`src/rtl/dot_product_pkg.sv`:
```
// dot_product_pkg: shared state encoding and sizing helpers for the dot product engine
package dot_product_pkg;
  typedef enum logic [1:0] {IDLE, RUN, DRAIN, WRITE} state_e;
  function automatic int acc_width(int dw, int aw, int pd);
    return 2 * dw + aw + $clog2(pd) + 1;
  endfunction
  function automatic int lane_lsb(int k, int dw);
    return k * dw;
  endfunction
endpackage

```
`src/rtl/dot_product_engine_lane_sum.sv`:
```
// dot_lane_sum: sum of the per-lane products of two packed SRAM words
module dot_lane_sum
  import dot_product_pkg::*;
#(
  parameter int Data_Width  = 8,
  parameter int Para_Deg    = 4,
  parameter int Signed_Mode = 0,
  localparam int SW = 2 * Data_Width + $clog2(Para_Deg) + 1
) (
  input  logic [Para_Deg*Data_Width-1:0] a_i,
  input  logic [Para_Deg*Data_Width-1:0] b_i,
  output logic [SW-1:0]                  sum_o
);
  logic signed [Data_Width:0] xa, xb;
  logic signed [SW-1:0] pa, pb;
  // one extra bit per lane lets a single signed multiplier serve both modes
  always_comb begin
    sum_o = '0;
    xa = '0;
    xb = '0;
    pa = '0;
    pb = '0;
    for (int k = 0; k < Para_Deg; k++) begin
      xa = {(Signed_Mode != 0) & a_i[lane_lsb(k, Data_Width) + Data_Width - 1], a_i[lane_lsb(k, Data_Width) +: Data_Width]};
      xb = {(Signed_Mode != 0) & b_i[lane_lsb(k, Data_Width) + Data_Width - 1], b_i[lane_lsb(k, Data_Width) +: Data_Width]};
      pa = SW'(xa);
      pb = SW'(xb);
      sum_o = sum_o + pa * pb;
    end
  end
endmodule

```
`src/rtl/dot_product_engine.sv`:
```
// dot_product_engine: sequences two SRAM vector reads through a MAC and stores the scalar result
module dot_product_engine
  import dot_product_pkg::*;
#(
  parameter int Data_Width  = 8,
  parameter int Addr_Width  = 4,
  parameter int Ram_Depth   = 1 << Addr_Width,
  parameter int Para_Deg    = 4,
  parameter int Rd_Lat      = 1,
  parameter int Signed_Mode = 0,
  parameter int Acc_Width   = acc_width(Data_Width, Addr_Width, Para_Deg)
) (
  input  logic                           clk_i,
  input  logic                           rst_ni,
  input  logic                           start_i,
  input  logic [Addr_Width:0]            len_i,
  input  logic [Addr_Width-1:0]          a_base_i,
  input  logic [Addr_Width-1:0]          b_base_i,
  input  logic [Addr_Width-1:0]          out_addr_i,
  output logic                           busy_o,
  output logic                           done_o,
  output logic [Acc_Width-1:0]           result_o,
  output logic                           a_chip_select_o,
  output logic                           a_en_read_o,
  output logic [Addr_Width-1:0]          a_read_addr_o,
  input  logic [Para_Deg*Data_Width-1:0] a_read_data_i,
  output logic                           b_chip_select_o,
  output logic                           b_en_read_o,
  output logic [Addr_Width-1:0]          b_read_addr_o,
  input  logic [Para_Deg*Data_Width-1:0] b_read_data_i,
  output logic                           o_chip_select_o,
  output logic                           o_en_write_o,
  output logic [Addr_Width-1:0]          o_write_addr_o,
  output logic [Para_Deg*Data_Width-1:0] o_write_data_o
);
  localparam int WW = Para_Deg * Data_Width;
  localparam int SW = 2 * Data_Width + $clog2(Para_Deg) + 1;
  localparam logic [Addr_Width:0] DEPTH = (Addr_Width + 1)'(Ram_Depth);
  state_e state_q, state_d;
  logic [Addr_Width:0] len_q, len_d, idx_q, idx_d;
  logic [Addr_Width-1:0] a_base_q, a_base_d, b_base_q, b_base_d, out_addr_q, out_addr_d;
  logic [1:0] drn_q, drn_d;
  logic [Rd_Lat-1:0] vld_q;
  logic [Acc_Width-1:0] acc_q, acc_d, result_q, result_d, acc_ext;
  logic [SW-1:0] lane_sum;
  logic run, wr;
  dot_lane_sum #(.Data_Width(Data_Width), .Para_Deg(Para_Deg), .Signed_Mode(Signed_Mode)) u_lane_sum (
    .a_i(a_read_data_i), .b_i(b_read_data_i), .sum_o(lane_sum)
  );
  always_ff @(posedge clk_i or negedge rst_ni) begin
    if (!rst_ni) begin
      state_q <= IDLE;
      len_q <= '0;
      idx_q <= '0;
      a_base_q <= '0;
      b_base_q <= '0;
      out_addr_q <= '0;
      drn_q <= '0;
      vld_q <= '0;
      acc_q <= '0;
      result_q <= '0;
    end else begin
      state_q <= state_d;
      len_q <= len_d;
      idx_q <= idx_d;
      a_base_q <= a_base_d;
      b_base_q <= b_base_d;
      out_addr_q <= out_addr_d;
      drn_q <= drn_d;
      vld_q <= Rd_Lat'({vld_q, run});
      acc_q <= acc_d;
      result_q <= result_d;
    end
  end
  always_comb begin
    state_d = state_q;
    len_d = len_q;
    idx_d = idx_q;
    a_base_d = a_base_q;
    b_base_d = b_base_q;
    out_addr_d = out_addr_q;
    drn_d = drn_q;
    case (state_q)
      IDLE: if (start_i) begin
        state_d = (len_i == '0) ? WRITE : RUN;
        len_d = (len_i > DEPTH) ? DEPTH : len_i;
        idx_d = '0;
        a_base_d = a_base_i;
        b_base_d = b_base_i;
        out_addr_d = out_addr_i;
      end
      RUN: begin
        idx_d = idx_q + 1'b1;
        drn_d = '0;
        state_d = (idx_q == len_q - 1'b1) ? DRAIN : RUN;
      end
      DRAIN: begin
        drn_d = drn_q + 1'b1;
        state_d = (drn_q == 2'(Rd_Lat - 1)) ? WRITE : DRAIN;
      end
      default: state_d = IDLE;
    endcase
  end
  always_comb begin
    run = state_q == RUN;
    wr = state_q == WRITE;
    acc_ext = (Signed_Mode != 0) ? Acc_Width'(signed'(lane_sum)) : Acc_Width'(lane_sum);
    acc_d = (state_q == IDLE && start_i) ? '0 : vld_q[Rd_Lat-1] ? acc_q + acc_ext : acc_q;
    result_d = wr ? acc_q : result_q;
  end
  assign busy_o = state_q != IDLE;
  assign done_o = wr;
  assign result_o = result_q;
  assign a_chip_select_o = run || state_q == DRAIN;
  assign b_chip_select_o = a_chip_select_o;
  assign a_en_read_o = run;
  assign b_en_read_o = run;
  assign a_read_addr_o = run ? a_base_q + idx_q[Addr_Width-1:0] : '0;
  assign b_read_addr_o = run ? b_base_q + idx_q[Addr_Width-1:0] : '0;
  assign o_chip_select_o = wr;
  assign o_en_write_o = wr;
  assign o_write_addr_o = wr ? out_addr_q : '0;
  assign o_write_data_o = !wr ? '0 : (Signed_Mode != 0) ? WW'(signed'(acc_q)) : WW'(acc_q);
endmodule

```
`config.mk`:
```
export PLATFORM = sky130hd
export DESIGN_NAME = dot_product_engine
export DESIGN_NICKNAME = d
export VERILOG_FILES = /design/src/rtl/dot_product_pkg.sv /design/src/rtl/dot_product_engine_lane_sum.sv /design/src/rtl/dot_product_engine.sv
export SDC_FILE = /design/constraint.sdc
export NUM_CORES = 1
export LEC_CHECK = 0
export CORE_MARGIN = 5
export CORE_UTILIZATION = 60
export CTS_CLUSTER_SIZE = 14
export DETAILED_ROUTE_END_ITERATION = 6
export GPL_ROUTABILITY_DRIVEN = 0
export GPL_TIMING_DRIVEN = 1
export PLACE_DENSITY = 0.84
export SETUP_SLACK_MARGIN = 0.3
export SLEW_MARGIN = 20
export SYNTH_ARGS = -nofsm -noshare
export SYNTH_HDL_FRONTEND = slang
export SYNTH_HIERARCHICAL = 1
export SYNTH_SLANG_ARGS = --single-unit
```
`constraint.sdc`:
```
create_clock -name clk_i -period 6.4 [get_ports clk_i]
set_clock_uncertainty 0.15 [all_clocks]
set_input_delay 0.96 -clock clk_i [delete_from_list [all_inputs] [get_ports clk_i]]
set_output_delay 0.96 -clock clk_i [all_outputs]
set_load 0.02 [all_outputs]
```
# ---- Word-level counts from Yosys, hierarchy flattened
# Cells that the tools add are included.
# W data, S select, Z words.
dict set report word_totals {
  reg_bits 73
  output_inout_bits 75
}
dict set report op_classes {
  n_eq_ne 5
  magnitude_cmp 1
  reduce_logical 11
  multipliers 4
  n_mux 15
  addsub 9
}
# operator count
set ops {}
lappend ops {{$mux W23} 3}
lappend ops {{$mul A8 B8 Y16} 4}
lappend ops {{$add A19 B16 Y19} 2}
lappend ops {{$add A23 B19 Y23} 1}
lappend ops {{$add A19 B19 Y19} 1}
lappend ops {{$mux W4} 3}
lappend ops {{$mux W5} 2}
lappend ops {{$pmux W5 S2} 1}
lappend ops {{$add A4 B4 Y4} 2}
lappend ops {{$reduce_bool A2 Y1} 4}
lappend ops {{$mux W2} 3}
lappend ops {{$pmux W2 S3} 1}
lappend ops {{$add A5 B1 Y5 const B} 1}
lappend ops {{$eq A5 B5 Y1} 1}
lappend ops {{$gt A5 B5 Y1 const B} 1}
lappend ops {{$logic_not A5 Y1} 1}
lappend ops {{$sub A5 B1 Y5 const B} 1}
lappend ops {{$eq A2 B2 Y1 const B} 2}
lappend ops {{$logic_not A2 Y1} 2}
lappend ops {{$pmux W2 S2} 1}
lappend ops {{$reduce_and A2 Y1} 2}
lappend ops {{$add A2 B1 Y2 const B} 1}
lappend ops {{$eq A2 B1 Y1 const B} 1}
lappend ops {{$ne A2 B2 Y1 const B} 1}
lappend ops {{3 further kinds} 3}

# ---- Depth between registers and ports, before layout
dict set report depth {
  depth_word 7
  depth_mapped 38
  ltp_nobuf 37
}

# ---- Modules after synthesis
# The synthesis kept the hierarchy.
# mod cells_per_inst seq_area_each_um2 area_each_um2 n_inst
set by_module_without_submodules {}
lappend by_module_without_submodules {dot_lane_sum 1118 0.0 9674.3 1}
lappend by_module_without_submodules {dot_product_engine 469 1826.8 4628.2 1}

# ---- Worst setup path after synthesis
# OpenSTA, ideal clock, no wires.
dict set report synth_timing {
  path_kind {input to register}
  startpoint {input b_read_data_i[20]}
  endpoint {register acc_q[19]}
  arrival_time_ns 8.979
  n_path_buf 1
  setup_ns 0.120
  path_stages 35
  required_time_ns 6.130
  slack_ns -2.849
  cell_sequence {and2_1 fa_1 inv_1 fa_1 inv_1 fa_1 inv_1 fa_1 inv_1 ha_1 a21oi_1 xnor2_1 ha_1 inv_1 fa_1 fa_1 inv_1 fa_1 inv_1 fa_1 inv_1 ha_1 buf_2 a21o_1 and3_1 a2111oi_4 a21oi_1 xor2_1 ha_1 and2_2 and2b_1 nand4b_1 o21ai_1 a21oi_1 a31o_2}
}
dict set report synth_via {
  elab_chain_len 6
}
# element line_no
set synth_rtl {}
lappend synth_rtl {{start, declared} dot_product_engine.sv:30} ;# input logic [Para_Deg*Data_Width-1:0] b_read_data_i,
lappend synth_rtl {{$mul A8 B8 Y16} dot_product_engine_lane_sum.sv:28} ;# sum_o = sum_o + pa * pb;
lappend synth_rtl {{$add A19 B16 Y19 (2 in series)} dot_product_engine_lane_sum.sv:28}
lappend synth_rtl {{via lane_sum[15]} dot_product_engine.sv:45} ;# logic [SW-1:0] lane_sum;
lappend synth_rtl {{$add A23 B19 Y23} dot_product_engine.sv:108} ;# acc_d = (state_q == IDLE && start_i) ? '0 : vld_q[Rd_Lat-1] ? acc_q + acc_ext : acc_q;
lappend synth_rtl {{$mux W23 (2 in series)} dot_product_engine.sv:108}
lappend synth_rtl {{end signal, assigned} dot_product_engine.sv:60} ;# acc_q <= '0;
lappend synth_rtl {{end signal, assigned} dot_product_engine.sv:71} ;# acc_q <= acc_d;
lappend synth_rtl {{end, declared} dot_product_engine.sv:44} ;# logic [Acc_Width-1:0] acc_q, acc_d, result_q, result_d, acc_ext;
# The timed path passes the listed nets, and every way through them passes these cells. The select of a mux whose other input is x is not followed.
# A chain may end at the register's enable or synchronous reset.

# ---- Final worst setup path
dict set report layout_timing {
  startpoint {input b_read_data_i[19]}
  endpoint {register acc_q[18]}
}
# The elaborated chain is that of the path after synthesis.

==> results.sh <==
export IMPL_core_area_um2=23500
export IMPL_layout_common_cells="inv_1, buf_4, fa_1"
export IMPL_synthCells=1587
export IMPL_finalWirelength_um=55700
export IMPL_synth_seq_area_share_pct=12.8
export IMPL_crit_path_max_fanout=8
export IMPL_hpwl_um=30600
export IMPL_ios=159
export IMPL_chipWidth_um=164
export IMPL_drtIter0Drc=1810
export IMPL_violations="design-rule violations, negative setup slack"
export IMPL_grt_max_degree=74
export IMPL_ys_types=74
export IMPL_yosysTopAreaCell="fa_1"
export IMPL_fin_nets=2452
export IMPL_synth_top_area_share_pct=28.0
export IMPL_area_delta_synth_final_pct=37.0
export IMPL_synthArstFlopShare_pct=100
export IMPL_syn_cell_area_um2=14300
export IMPL_final_common_cell="inv_1"
export IMPL_numCtsBuffers=9
export IMPL_fmax_ghz=0.102
export IMPL_min_period_ns=9.78
export IMPL_maxCapViolations=0
export IMPL_ant_nets=0
export IMPL_htreeDepth=3
export IMPL_required_ns=6.42
export IMPL_synth_area_leaders="fa_1, ha_1, dfrtp_1"
export IMPL_arrival_ns=9.80
export IMPL_slew_viol_final=0
export IMPL_post_drt_wl_per_cell_um=24.1
export IMPL_cts_tree="yes"
export IMPL_die_area_um2=27000
export IMPL_critical_path_class="in -> reg"
export IMPL_drtPass1Iterations=7
export IMPL_overflow=0
export IMPL_slowest_delay_ns=0.66
export IMPL_synth_main_ff_cell="dfrtp_1"
export IMPL_drc=1
export IMPL_grt_pass1_vias=14800
export IMPL_fp_row_count=56
export IMPL_rsz0062_at_grt="yes"
export IMPL_dieHeight_um=164
export IMPL_cts_buffer_depth=2
export IMPL_cpMostUsedCell="fa_1"
export IMPL_ys_ff_latch=73
export IMPL_status="finished with violations"
export IMPL_insertion_delay_ns=0.35
export IMPL_setup_violations=19
export IMPL_cts_root_buf="clkbuf_16"
export IMPL_timing_final_crit_share_pct=153
export IMPL_cp_end_kind="register"
export IMPL_via_per_inst=6.26
export IMPL_cts_sinks=73
export IMPL_start_util_pct=60.9
export IMPL_vias=14500
export IMPL_drive_gt1_share_pct=27.5
export IMPL_cpMaxStageDelayCell="fa_1"
export IMPL_port_buffers=149
export IMPL_grt_use_total_pct=33.3
export IMPL_start_kind="input port"
export IMPL_post_route_worst_setup_slack_ns=-3.38
export IMPL_grt_pass1_wl_um=72100
export IMPL_syn_area_per_cell_um2=9.01
export IMPL_grt_antenna_before_repair=1
export IMPL_path_clk_slew_ns=0.07
export IMPL_hp_class="reg -> reg"
export IMPL_ys_warn_count=6
export IMPL_timing_final_hold_violations=0
export IMPL_postLayoutCoreUtil_pct=83.5
export IMPL_synth_edf_count=0
export IMPL_slew_headroom_pct=33.2
export IMPL_tightest_slew_ns=1.00
[final cells by class]
type / instances / area (µm²)
multi-input cells: 1154 / 12200
flip-flops and latches: 73 / 1830
clock buffers: 9 / 225
fillers: 1047 / 3880
repair buffers: 416 / 3580
clock inverters: 7 / 86.3
inverters: 334 / 1260
well taps: 319 / 399
diodes: 2 / 5.00
[cell families after synthesis]
logic type               synth area share [%]
other                                  0.0262
buffers and inverters                    10.3
multiplexers                             2.89
flip-flops                               12.8
XOR/XNOR                                 4.03
AO/OA/AOI/OAI                            8.67
adder cells (fa/ha/maj)                  43.7
AND/OR/NAND/NOR                          17.6
[path summary, 6_finish.rpt]
path	from	endpoint	slack, ns	cells after the start
worst max-delay path	b_read_data_i[19]	acc_q[18]$_DFFE_PN0P_	-3.38	36
worst min-delay path	out_addr_q[0]$_DFFE_PN0P_	out_addr_q[0]$_DFFE_PN0P_	0.34	2
worst max register to register	acc_q[0]$_DFFE_PN0P_	acc_q[8]$_DFFE_PN0P_	2.79	11
worst min register to register	out_addr_q[0]$_DFFE_PN0P_	out_addr_q[0]$_DFFE_PN0P_	0.34	2
max in group asynchronous	rst_ni	acc_q[15]$_DFFE_PN0P_	4.81	2
min in group asynchronous	rst_ni	idx_q[0]$_DFFE_PN0P_	0.69	2
[synthesized netlist by cell type, drive strengths merged (3+ instances only)]
library cell and instances:
inv 333, fa 200, and2 191, ha 180, nand2 171, dfrtp 73
nor2 62, a21oi 48, o21ai 44, xnor2 38, xor2 27, mux2 26
a21o 21, buf 17, clkbuf 17, mux2i 12, nand3 11, o21a 10
a31oi 8, o31ai 8, nand4 7, o21bai 7, a211oi 6, nand2b 6
nor2b 6, and3 5, nor3 5, nand3b 4, nand4b 4, nor4 4
o31a 4, a211o 3, a31o 3, or3 3
[worst max-delay path: cells and delay by family]
kind                     cells  cell delay [ns]
adder cells (fa/ha/maj)     12             5.58
AO/OA/AOI/OAI                6             1.23
buffers and inverters       10             0.87
AND/OR/NAND/NOR              5             0.62
XOR/XNOR                     3             0.52
[routing by layer]
metal	share of wire (%)	global-route usage [%]
met5	0.023	0
met4	10	17.1
met3	11	6.39
met2	46	58.4
met1	32	38.8
[sequential cells by signal (all words and copies together) (netlist names)]
name,cells
state_q,2
vld_q,1
b_base_q,4
drn_q,2
acc_q,23
a_base_q,4
out_addr_q,4
len_q,5
result_o,23
idx_q,5
[through the flow]
step                      cell area, µm²  hold slack, ns  std cells  TNS, ns  setup WS [ns]
after floorplan                    14600           0.288       1595   -35.51          -2.47
after global placement             18000           0.301       2256   -54.53          -3.31
after detailed placement           18000           0.316       2256   -58.33          -3.55
after CTS                          19100           0.336       2290   -39.61          -2.59
after global routing               19600           0.350       2312   -52.31          -3.50
final                              19600           0.338       2314   -49.90          -3.38
[timing repair]
action,CTS,global route
resized for setup,294,89
setup endpoints to repair,21,20
gates cloned,0,0
pin swaps,156,78
setup buffers,18,22
hold buffers,0,0
Power is not shown: default switching activity piles up to over one toggle a cycle in this logic, so the estimate is an artifact.
==> edit (same flow settings) <==
Re-encode `state_e` (4 states) as one-hot, 4 bits wide.
--- a/src/rtl/dot_product_pkg.sv
+++ b/src/rtl/dot_product_pkg.sv
@@ -1,5 +1,5 @@
 // dot_product_pkg: shared state encoding and sizing helpers for the dot product engine
 package dot_product_pkg;
-  typedef enum logic [1:0] {IDLE, RUN, DRAIN, WRITE} state_e;
+  typedef enum logic [3:0] {IDLE = 4'b0001, RUN = 4'b0010, DRAIN = 4'b0100, WRITE = 4'b1000} state_e;
   function automatic int acc_width(int dw, int aw, int pd);
     return 2 * dw + aw + $clog2(pd) + 1;
Formal check against the unedited RTL: same outputs for any inputs over 4 cycles, from zero or initial values and one cycle with rst_ni low; so few cycles prove little.
==> edit against the original RTL <==
- synthesized area up 0.66%
- sequential cell count increased by 2
- via count fell by 3.9%
- critical endpoint is now acc_q[22]
- hold slack got worse by 0.0058 ns
- core utilization is 0.30 points lower
- register-to-register slack gained 0.82 ns
- worst setup slack improved by 0.021 ns
- routed wire length down 11%
- synthesized cell count rose by 2.3%
- first-iteration DRC count is 30% lower
- design area about the same
- the flow finishes with violations (negative setup slack)
- cell count increased by 0.56%
Power is not shown: default switching activity piles up to over one toggle a cycle in this logic, so the estimate is an artifact.
==> edit: results (changes against the original RTL) <==
| Metric | Value |
|---|---|
| Status | `complete, but fails checks` |
| Violations in the final reports | `negative setup slack` |
| # diodes | `0 (-2)` |
| Synthesized instance count | `1,624 (+2.3%)` |
| Synthesized-area fraction occupied by adder cells | `0.431 (-0.00633)` |
| Multiplexer share of the synthesized area | `0.0256 (-0.00323)` |
| Placed instance count | `2,280 (+1.1%)` |
| Fraction of standard cell area that is sequential | `0.0959 (+0.00268)` |
| Register area share after synthesis | `0.130 (+0.00273)` |
| Critical path data arrival time | `9.86 ns (+0.06 ns)` |
| Final clock-cell share | `0.0139 (-0.00197)` |
| Met1 GRT Util | `0.372 (-0.0162)` |
| Number of antenna violations at the first check in global routing | `0 (-1)` |
| DPL Wire Length | `32,300 um (+5.6%)` |
| Fill cell total of the finished layout | `1,214 (+16%)` |
| Biggest cell delay along the critical path | `0.59 ns (-0.07 ns)` |
| Final-layout clock buffer total | `12 (+3)` |
| HP Start | `b_base_q[0]` |
| Met3 Usage GRT | `0.0679 (+0.00399)` |
| Met2 track demand over resource in global routing | `0.585 (+0.00152)` |
| Fraction of final layout cells with drive strength greater than 1 | `0.274 (-0.00106)` |
| Cells taking the most area after synthesis | `sky130_fd_sc_hd__fa_1, sky130_fd_sc_hd__ha_1, sky130_fd_sc_hd__dfrtp_1` |
| Library cells used by synthesis | `78 (+5.4%)` |
| Final WL | `49,400 um (-11%)` |
| Setup repair bufs after CTS | `19 (+1)` |
| Crit Path Max Fanout | `6 (-2)` |
| Per-cell via count in the routed design | `5.98 (-4.5%)` |
| Non-clock buffer share | `0.172 (-0.0113)` |
| Worst setup timing slack at the placement stage | `-3.51 ns (+0.0332 ns)` |
| Pin count of the biggest net entering global routing | `76 (+2.7%)` |
| Area fraction in compound gates after synthesis | `0.0919 (+0.00517)` |
| Hold Path End | `b_base_q[0]` |
| Wire length of the first global-routing pass | `71,000 um (-1.6%)` |
| Xor/xnor share of the synthesized area | `0.0389 (-0.00139)` |
| Post-CTS resize count | `231 (-21%)` |
| Number of setup violations in the final report | `19 (unchanged)` |
| R2r setup slk | `3.61 ns (+0.82 ns)` |
| Inverters | `336 (+0.60%)` |
| Setup slack of the critical path after layout | `-3.35 ns (+0.0213 ns)` |
| Commonest cells in the synthesized netlist | `sky130_fd_sc_hd__inv_1, sky130_fd_sc_hd__fa_1, sky130_fd_sc_hd__and2_1` |
| Relative slew margins | `0.372 (+0.0406)` |
| Multi-input combinational gate total | `1,185 (+2.7%)` |
| Number of global-route vias before repair | `14,800 (+0.32%)` |
## edit: cell types whose count changed after synthesis, sizes merged, moves of 5 or more
| cell | unedited run | this run |
|---|---|---|
| xor2 | 27 | 22 |
| nor3 | 5 | 12 |
| buf | 17 | 23 |
| o31ai | 8 | 3 |
| o211ai | 1 | 7 |
| a21oi | 48 | 59 |
| a21o | 21 | 29 |
| nand3 | 11 | 21 |
| o21ai | 44 | 53 |
## edit: stage by stage
stage          cell area [um^2]  hold slack (ns)  setup TNS [ns]
5_1_grt                   19600            0.362          -50.13
3_3_place_gp              18100            0.301          -53.36
6_report                  19600            0.332          -48.24
2_1_floorplan             14800            0.287          -33.75
4_1_cts                   19000            0.337          -41.40
3_5_place_dp              18100            0.316          -58.10
## edit: routing by layer
metal / part of all wire / up-vias / routed length (um)
met5: 0 / - / 0
met1: 0.34 / 6788 / 17000
met3: 0.085 / 358 / 4180
met4: 0.074 / 0 / 3660
met2: 0.50 / 932 / 24600
li1: - / 5833 / -
